### config.mk
export PLATFORM = sky130hd
export DESIGN_NAME = int2float_pipe
export DESIGN_NICKNAME = d
export VERILOG_FILES = /design/src/rtl/int2float_pkg.sv /design/src/rtl/int2float_lod.sv /design/src/rtl/int2float_pipe.sv
export SDC_FILE = /design/constraint.sdc
export NUM_CORES = 1
export LEC_CHECK = 0
export BUFFER_PORTS_ARGS = -buffer_cell sky130_fd_sc_hd__buf_4
export CAP_MARGIN = 15
export CORE_UTILIZATION = 40
export CTS_CLUSTER_DIAMETER = 100
export DETAILED_ROUTE_END_ITERATION = 10
export PLACE_DENSITY = 0.56
export SYNTH_ARGS = -nofsm -noshare
export SYNTH_HDL_FRONTEND = slang
export SYNTH_HIERARCHICAL = 1
export SYNTH_SLANG_ARGS = --single-unit
export TNS_END_PERCENT = 30
### constraint.sdc
create_clock -name clk -period 14.4 [get_ports clk]
set_input_delay 1.44 -clock clk [delete_from_list [all_inputs] [get_ports clk]]
set_output_delay 1.44 -clock clk [all_outputs]
set_load 0.03 [all_outputs]
### src/rtl/int2float_pkg.sv
// Shared types and elaboration helpers for the integer-to-float converter.
//   rnd_mode_e : rounding mode captured alongside each input word
//   widths_ok  : true when IN_W/MAN_W/EXP_W form a legal, fully representable
//                combination (every exponent the shifter can produce fits
//                in the output exponent field)
package int2float_pkg;

   typedef enum logic {
      RND_TRUNC = 1'b0,
      RND_RNE   = 1'b1
   } rnd_mode_e;

   function automatic bit widths_ok(input int in_w, input int man_w, input int exp_w);
      return (in_w >= 2) &&
             (man_w >= 2) &&
             (man_w <= in_w) &&
             (exp_w >= 1) &&
             (exp_w < 31) &&
             (((1 << exp_w) - 1) >= (in_w - man_w));
   endfunction

endpackage

### src/rtl/int2float_lod.sv
// Leading-one detector, purely combinational.
//   vec  : IN_W-bit magnitude
//   idx  : bit index of the most significant set bit (0 when vec is zero)
//   zero : 1 when vec has no bit set
module int2float_lod
   import int2float_pkg::*;
#(
   parameter int IN_W = 11
) (
   input  logic [IN_W-1:0]         vec,
   output logic [$clog2(IN_W)-1:0] idx,
   output logic                    zero
);

   localparam int IDX_W = $clog2(IN_W);

   // Ascending scan: the last set bit visited is the most significant one.
   always_comb begin
      idx  = '0;
      zero = 1'b1;
      for (int i = 0; i < IN_W; i++) begin
         if (vec[i]) begin
            idx  = IDX_W'(i);
            zero = 1'b0;
         end
      end
   end

endmodule

### src/rtl/int2float_pipe.sv
// Three-stage integer to small floating-point converter.
//   value = out_man * 2^out_exp, explicit leading one (no hidden bit).
//   S1 : capture input, sign and magnitude
//   S2 : leading-one detect, normalising right shift, guard/sticky extraction
//   S3 : round (truncate or nearest-even), saturate, output register
// Ports:
//   clk, rst              clock / asynchronous active-high reset
//   in_valid, in_ready    input handshake (in_ready = pipeline advance)
//   in_data, rnd_mode     integer to convert and its rounding mode
//   out_valid, out_ready  output handshake
//   out_sign/man/exp/ovf  converted result; out_ovf marks a saturated result
//   ovf_clr, ovf_sticky   sticky record of any saturated result leaving the block
module int2float_pipe
   import int2float_pkg::*;
#(
   parameter int IN_W   = 11,
   parameter int MAN_W  = 4,
   parameter int EXP_W  = 3,
   parameter int SIGNED = 0
) (
   input  logic             clk,
   input  logic             rst,
   input  logic             in_valid,
   output logic             in_ready,
   input  logic [IN_W-1:0]  in_data,
   input  logic             rnd_mode,
   output logic             out_valid,
   input  logic             out_ready,
   output logic             out_sign,
   output logic [MAN_W-1:0] out_man,
   output logic [EXP_W-1:0] out_exp,
   output logic             out_ovf,
   input  logic             ovf_clr,
   output logic             ovf_sticky
);

   localparam int IDX_W   = $clog2(IN_W);
   // Internal exponent carries one extra value so a rounding carry past the
   // largest shift is still visible to the saturation compare.
   localparam int EXPI_W  = $clog2(IN_W + 1);
   localparam int EXP_MAX = (1 << EXP_W) - 1;

   if (!widths_ok(IN_W, MAN_W, EXP_W)) begin : g_bad_widths
      $error("int2float_pipe: exponent field too narrow for IN_W/MAN_W");
   end

   logic adv;

   // S1 signals
   logic            sign_s0;
   logic [IN_W-1:0] mag_s0;
   logic            v1;
   logic            sign1;
   logic [IN_W-1:0] mag1;
   rnd_mode_e       rnd1;

   // S2 signals
   logic [IDX_W-1:0]  lod_idx;
   logic              lod_zero;
   logic [MAN_W-1:0]  man_s1;
   logic [EXPI_W-1:0] exp_s1;
   logic              guard_s1;
   logic              sticky_s1;
   logic              v2;
   logic              sign2;
   rnd_mode_e         rnd2;
   logic [MAN_W-1:0]  man2;
   logic [EXPI_W-1:0] exp2;
   logic              guard2;
   logic              sticky2;

   // S3 signals
   logic              round_up;
   logic [MAN_W:0]    man_sum;
   logic [MAN_W-1:0]  man_r;
   logic [EXPI_W-1:0] exp_r;
   logic [EXP_W-1:0]  exp_o;
   logic              ovf_r;

   // Whole pipeline moves as one; bubbles are carried, not squeezed out.
   assign adv      = ~out_valid | out_ready;
   assign in_ready = adv;

   // ---------------- S1: sign / magnitude ----------------
   // Negating the most-negative value wraps to 2^(IN_W-1), which read as an
   // unsigned IN_W-bit magnitude is exactly right.
   always_comb begin
      sign_s0 = 1'b0;
      mag_s0  = in_data;
      if ((SIGNED != 0) && in_data[IN_W-1]) begin
         sign_s0 = 1'b1;
         mag_s0  = -in_data;
      end
   end

   always_ff @(posedge clk or posedge rst) begin
      if (rst) begin
         v1    <= 1'b0;
         sign1 <= 1'b0;
         mag1  <= '0;
         rnd1  <= RND_TRUNC;
      end else if (adv) begin
         v1    <= in_valid;
         sign1 <= sign_s0;
         mag1  <= mag_s0;
         rnd1  <= rnd_mode_e'(rnd_mode);
      end
   end

   // ---------------- S2: normalise ----------------
   int2float_lod #(
      .IN_W (IN_W)
   ) u_lod (
      .vec  (mag1),
      .idx  (lod_idx),
      .zero (lod_zero)
   );

   // Shift so the leading one lands in the mantissa MSB; values narrower
   // than the mantissa are left unshifted (exact). The first discarded bit
   // is the guard, everything below it ORs into sticky.
   always_comb begin
      int p;
      int e;
      p = int'(lod_idx);
      e = 0;
      if (!lod_zero && (p >= MAN_W)) begin
         e = p - MAN_W + 1;
      end
      man_s1    = MAN_W'(mag1 >> e);
      exp_s1    = EXPI_W'(e);
      guard_s1  = 1'b0;
      sticky_s1 = 1'b0;
      for (int i = 0; i < IN_W; i++) begin
         if (i == e - 1) begin
            guard_s1 = mag1[i];
         end else if (i < e - 1) begin
            sticky_s1 = sticky_s1 | mag1[i];
         end
      end
   end

   always_ff @(posedge clk or posedge rst) begin
      if (rst) begin
         v2      <= 1'b0;
         sign2   <= 1'b0;
         rnd2    <= RND_TRUNC;
         man2    <= '0;
         exp2    <= '0;
         guard2  <= 1'b0;
         sticky2 <= 1'b0;
      end else if (adv) begin
         v2      <= v1;
         sign2   <= sign1;
         rnd2    <= rnd1;
         man2    <= man_s1;
         exp2    <= exp_s1;
         guard2  <= guard_s1;
         sticky2 <= sticky_s1;
      end
   end

   // ---------------- S3: round / saturate ----------------
   // Nearest-even: round up when above half, or exactly half with odd mantissa.
   always_comb begin
      round_up = (rnd2 == RND_RNE) & guard2 & (sticky2 | man2[0]);
      man_sum  = {1'b0, man2} + {{MAN_W{1'b0}}, round_up};
      man_r    = man_sum[MAN_W-1:0];
      exp_r    = exp2;
      ovf_r    = 1'b0;
      if (man_sum[MAN_W]) begin
         // Carry out of the mantissa: renormalise by one position.
         man_r = {1'b1, {(MAN_W-1){1'b0}}};
         exp_r = exp2 + EXPI_W'(1);
      end
      exp_o = EXP_W'(exp_r);
      if (int'(exp_r) > EXP_MAX) begin
         man_r = '1;
         exp_o = '1;
         ovf_r = 1'b1;
      end
   end

   always_ff @(posedge clk or posedge rst) begin
      if (rst) begin
         out_valid <= 1'b0;
         out_sign  <= 1'b0;
         out_man   <= '0;
         out_exp   <= '0;
         out_ovf   <= 1'b0;
      end else if (adv) begin
         out_valid <= v2;
         out_sign  <= sign2;
         out_man   <= man_r;
         out_exp   <= exp_o;
         out_ovf   <= ovf_r;
      end
   end

   // Set has priority so a clear issued the same cycle never hides an overflow.
   always_ff @(posedge clk or posedge rst) begin
      if (rst) begin
         ovf_sticky <= 1'b0;
      end else if (out_valid && out_ready && out_ovf) begin
         ovf_sticky <= 1'b1;
      end else if (ovf_clr) begin
         ovf_sticky <= 1'b0;
      end
   end

endmodule
* After elaboration in Yosys (flattened, before gate mapping) *
Cells that the tools add are included.

word-level totals
  flip-flop bits (word level) = 35
  word-level logic and storage cells = 126
  bits of input ports = 17

cells by class
  mux-type cells = 62
  add/sub/neg operators = 5
  order comparisons = 13
  equality and inequality tests = 10
  bitwise gates (word level) = 15
  reduce and logical (&&, ||, !) cells = 6
  shift operators = 1

operators with widths
  cell                   number
  $eq 4x32->1 const A    4
  $lt 4x32->1 const A    4
  $eq 5x32->1 const A    3
  $lt 5x32->1 const A    3
  $eq 3x32->1 const A    2
  $lt 3x32->1 const A    2
  $mux 1                 48
  $eq 2x32->1 const A    1
  $logic_not 32->1       1
  $lt 1x32->1 const A    1
  $lt 2x32->1 const A    1
  $mux 32                1
  $shr 11x32->4          1
  $sub 32x2->32 const B  1
  $mux 4                 6
  $mux 3                 5
  $or 1x1->1             12
  $add 5x2->6 const B    1
  $add 4x1->5            1
  $sub 4x3->5 const B    1
  $add 4x1->4 const B    1
  $ge 4x3->1 const B     1
  $gt 4x3->1 const B     1
  $mux 2                 2
  5 further kinds        8

* Longest topological paths before layout *
  word-level depth = 48
  gate-level depth with buffers = 20

* Hierarchy *
The synthesis kept the hierarchy.

by module, submodules not included
  module          cells an instance  instances  area each (µm²)
  int2float_pipe  333                1          2646.3
  int2float_lod   18                 1          101.3

* Worst setup path before layout *
OpenSTA, ideal clock, no wires.

  path type = reg-to-reg
  start = reg mag1[10]
  end = reg sticky2
  buffers on the path = 2
  stages on the path, launching flop included = 19
  library setup time = 126 ps
  data arrival time = 4514 ps
  clock period less this slack = 4640 ps
  path slack = 9760 ps
  path through = dfrtp_1 or3_1 nor2_1 inv_1 ha_1 or3b_2 clkbuf_1 ha_1 clkbuf_1 nand4_1 ha_1 nand4b_1 nor4_1 nand3_1 a21oi_1 nand3_1 o21ai_1 a211oi_1 o32a_1

between the ends
  longest elaborated chain between the ends = 38

RTL lines
  item                                              RTL line                                      text
  start: declaration                                int2float_pipe.sv:54                          logic [IN_W-1:0] mag1;
  start signal: assignment                          int2float_pipe.sv:105                         mag1 <= mag_s0;
  $mux 4 (*)                                        int2float_lod.sv:22                           if (vec[i]) begin
  net lod_idx[3]                                    int2float_pipe.sv:58                          logic [IDX_W-1:0] lod_idx;
  $sub 4x3->5 or $ge 4x3->1 (tied branches)         int2float_pipe.sv:128, int2float_pipe.sv:127
  $add 5x2->6 or $logic_and 1x1->1 (tied branches)  int2float_pipe.sv:128, int2float_pipe.sv:127
  $mux 32 (*)                                       int2float_pipe.sv:127                         if (!lod_zero && (p >= MAN_W)) begin
  $sub 32x2->32 (*)                                 int2float_pipe.sv:135, int2float_pipe.sv:137
  $lt 1x32->1                                       int2float_pipe.sv:137                         end else if (i < e - 1) begin
  $mux 1                                            int2float_pipe.sv:137
  (+23 left out)                                    n/a
  $mux 1                                            int2float_pipe.sv:137
  $mux 1                                            int2float_pipe.sv:135                         if (i == e - 1) begin
  $or 1x1->1                                        int2float_pipe.sv:138                         sticky_s1 = sticky_s1 | mag1[i];
  $mux 1                                            int2float_pipe.sv:137
  $mux 1                                            int2float_pipe.sv:135
  $or 1x1->1                                        int2float_pipe.sv:138
  $mux 1                                            int2float_pipe.sv:137
  $mux 1 (*)                                        int2float_pipe.sv:135
  end signal: assignment                            int2float_pipe.sv:159                         sticky2 <= sticky_s1;
  end: declaration                                  int2float_pipe.sv:70                          logic sticky2;

Mark *: on every way through the listed nets, which the timed path passes. The rest lies on a longest branch.
A chain may end at the register's enable or synchronous reset.

* Final worst setup path *
Ends and elaborated chain as after synthesis.

==> results.toml <==
[outcome]
status = "finished, final reports clean"

[timing]
period_needed_ns = 5.15
setup_tns_ns = 0
relSlewSlack_pct = 28.9
worst_slew_pin_slew_ns = 1.06
timing.fmax_mhz = 194
final-hold-violation-count = 0
drv_slew = 0
rsz0062_at_grt = "false"
clock-skew-final_ns = 0.0110
setup_viol = 0
final.period_utilization_pct = 35.8

[worst_setup_path]
arrival_ns = 5.32
path_class = "reg2reg"
critPathLaunchType = "register"
cp_max_fo = 14
cp_slowest_cell = "or3_1"
cp-end-kind = "register"
worstPathCellList = "or3_1 > nor2_1 > inv_1 > ha_1 > or3_1 > ha_1 > nand4_1 > ha_1 > nand4b_1 > nor4_1 > nand3_1 > a21oi_1 > nand3_1 > o21ai_1 > a211oi_1 > o32a_1"
required_ns = 14.57
critPathMostFrequentCell = "ha_1"
cp_slowest_stage_delay_ns = 0.59

[synthesis]
async_flop_share_pct = 100
synth_seq_cells = 35
synthCells = 351
synth-seq-area-share_pct = 31.9
synth_commonest_cells = "nand2_1, dfrtp_1, nor2_1"
synth_area_leader_cell = "dfrtp_1"
syn_nets = 384
yosysUniqueCellTypes = 64
synth_area_um2 = 2750
synthFlopType = "dfrtp_1"
synth_area_leaders = "dfrtp_1, nand2_1, ha_1"
synth_edf_count = 0
synth_top_area_share_pct = 31.9
yosys_warnings = 6
yosysMostFrequentCell = "nand2_1"
syn-mean-instance-area_um2 = 7.83

[clock_network]
max-clock-path-buffers = 2
post_cts_buffers = 0
clkLatencyLatePin_ns = 0.29
cts_hold_buf = 0
htree_levels = 2
numCtsBuffers = 5
ctsResizeCount = 0
cts_tree = "done"
path_clk_slew_ns = 0.07
cts.sinks = 35
root_buffer = "clkbuf_8"

[detailed_routing]
wl_met2_um = 3260
drc_errors = 0
drt-met1-wl_um = 3380
highest_layer = "met4"
routed_wl_um = 7000
wl_per_cell_um = 15.6
ant_nets = 0
drt_iter0_drc = 181
vias = 2541
drtPass1Iterations = 6
met3_wirelength_um = 315
vias_per_cell = 5.67

[global_routing]
gr-total-overflow = 0
antenna_found_initial = 0
grt_max_degree = 36
grt_pass1_wl_um = 11900
track_usage_pct = 20.7
grt_pass1_vias = 2341

[final_layout]
area_delta_synth_final_pct = 12.3
n_fill_cell = 621
final_cells = 448
regArea_um2 = 876
fin_nets = 403
multiInputGateArea_um2 = 1710
n_antenna_cell = 0
drive_gt1_share_pct = 14.0

[die]
die_width_um = 84.9
initial_core_util_pct = 42.3
placementRows = 29
io_pins = 29
core_um2 = 6490
die_y_um = 84.9
dieArea_um2 = 7200

[placed_design]
portBuffers = 27
globalplace.congestion = 0.910
dp.final_hpwl_um = 5120
dp.cells = 440

[flow_run]
max-cap-violations = 0

[worst_hold_path]
holdCritPathClass = "reg2reg"

[power_and_ir_drop]
p_leak_nw = 1.41
vdd_ir_drop_max_uv = 84.0
p_per_area_nw_per_um2 = 234
[metal layers]
metal,up-vias,GRT usage [%]
met4,0,5.86
met2,66,32.7
li1,1271,-
met1,1198,29.7
met5,-,0
met3,6,2.92
[cell usage in the layout, fill, tap and decap left out, types with 2 or more instances in the layout]
| cell type | netlist | final |
|---|---|---|
| nor2_1 | 31 | 31 |
| o211ai_1 | 3 | 3 |
| clkbuf_8 | 0 | 5 |
| a211oi_1 | 2 | 2 |
| nor3b_1 | 3 | 3 |
| inv_1 | 17 | 17 |
| o21ai_0 | 30 | 30 |
| nand2_1 | 69 | 69 |
| a21oi_1 | 23 | 23 |
| nor3_1 | 5 | 5 |
| o31ai_1 | 3 | 3 |
| xnor2_1 | 2 | 2 |
| o2111ai_1 | 2 | 2 |
| mux2i_1 | 9 | 9 |
| dfrtp_1 | 35 | 35 |
| nor2b_1 | 4 | 3 |
| nand3_1 | 16 | 16 |
| ha_1 | 16 | 16 |
| a31oi_1 | 4 | 4 |
| nand4_1 | 7 | 7 |
| nor4_1 | 3 | 3 |
| or3_1 | 2 | 2 |
| nand2b_1 | 6 | 6 |
| xor2_1 | 3 | 3 |
| o22ai_1 | 2 | 2 |
| buf_4 | 1 | 30 |
[flip-flops by register name, summed over array words and instances, names as in the netlist]
signal,cells
v1,1
guard2,1
v2,1
out_valid,1
rnd2,1
rnd1,1
out_man,4
mag1,11
exp2,4
out_ovf,1
sticky2,1
out_exp,3
ovf_sticky,1
man2,4
[layout make-up]
type / count / share of cell area (%)
Clock buffer: 5 / 2.23
Clock inverter: 3 / 1.42
Inverter: 19 / 2.31
Multi-Input combinational cell: 279 / 55.2
Sequential cell: 35 / 28.4
Tap cell: 77 / 3.12
Timing Repair Buffer: 30 / 7.30
[power by group]
part | switching, mW | leakage (nW) | internal, mW
Sequential | 0.0417 | 0.413 | 0.135
Clock | 0.0367 | 0.0581 | 0.0515
Combinational | 0.281 | 0.937 | 0.176
Total | 0.360 | 1.41 | 0.363
[through the flow]
| stage | area, um2 | setup slack [ns] | total power, mW | util [%] | hold WS (ns) |
|---|---|---|---|---|---|
| 6_report | 3090 | 9.25 | 0.722 | 47.5 | 0.466 |
| 5_1_grt | 3090 | 8.85 | 0.784 | 47.5 | 0.487 |
| 4_1_cts | 3090 | 9.25 | 0.722 | 47.5 | 0.471 |
| 3_5_place_dp | 2970 | 9.27 | 0.630 | 45.8 | 0.453 |
| 3_3_place_gp | 2970 | 9.42 | 0.629 | 45.8 | 0.447 |
| 2_1_floorplan | 2750 | 9.76 | 0.525 | - | 0.430 |
[worst max-delay path: cells and delay by family, from the launching register on]
family | cells | cell delay [ns]
and+or+nand+nor | 8 | 2.41
adders and majority gates | 3 | 1.06
AOI/OAI and AO/OA | 4 | 0.89
DFF | 1 | 0.51
buffers and inverters | 1 | 0.16
[logic make-up (layout without fill, tap and decap cells)]
group,after synthesis,in the layout,synth area share (%)
flops,35,35,31.9
simple gates,158,158,27.0
compound gates,87,87,20.3
xor+xnor,7,7,3.19
other cells,1,1,0.136
buf+inv,37,57,6.15
fa+ha+maj,16,16,7.29
mux,10,10,4.10
[final timing paths]
path	from	endpoint	cells past startpoint	slack [ns]
min in group asynchronous	rst	v2	3	1.26
max in group asynchronous	rst	man2[1]	3	12.81
max	mag1[10]	sticky2	16	9.25
max reg2reg	mag1[10]	sticky2	16	9.25
min	v2	out_valid	1	0.47
min reg2reg	v2	out_valid	1	0.47
Power figures use the tool's default switching activity.
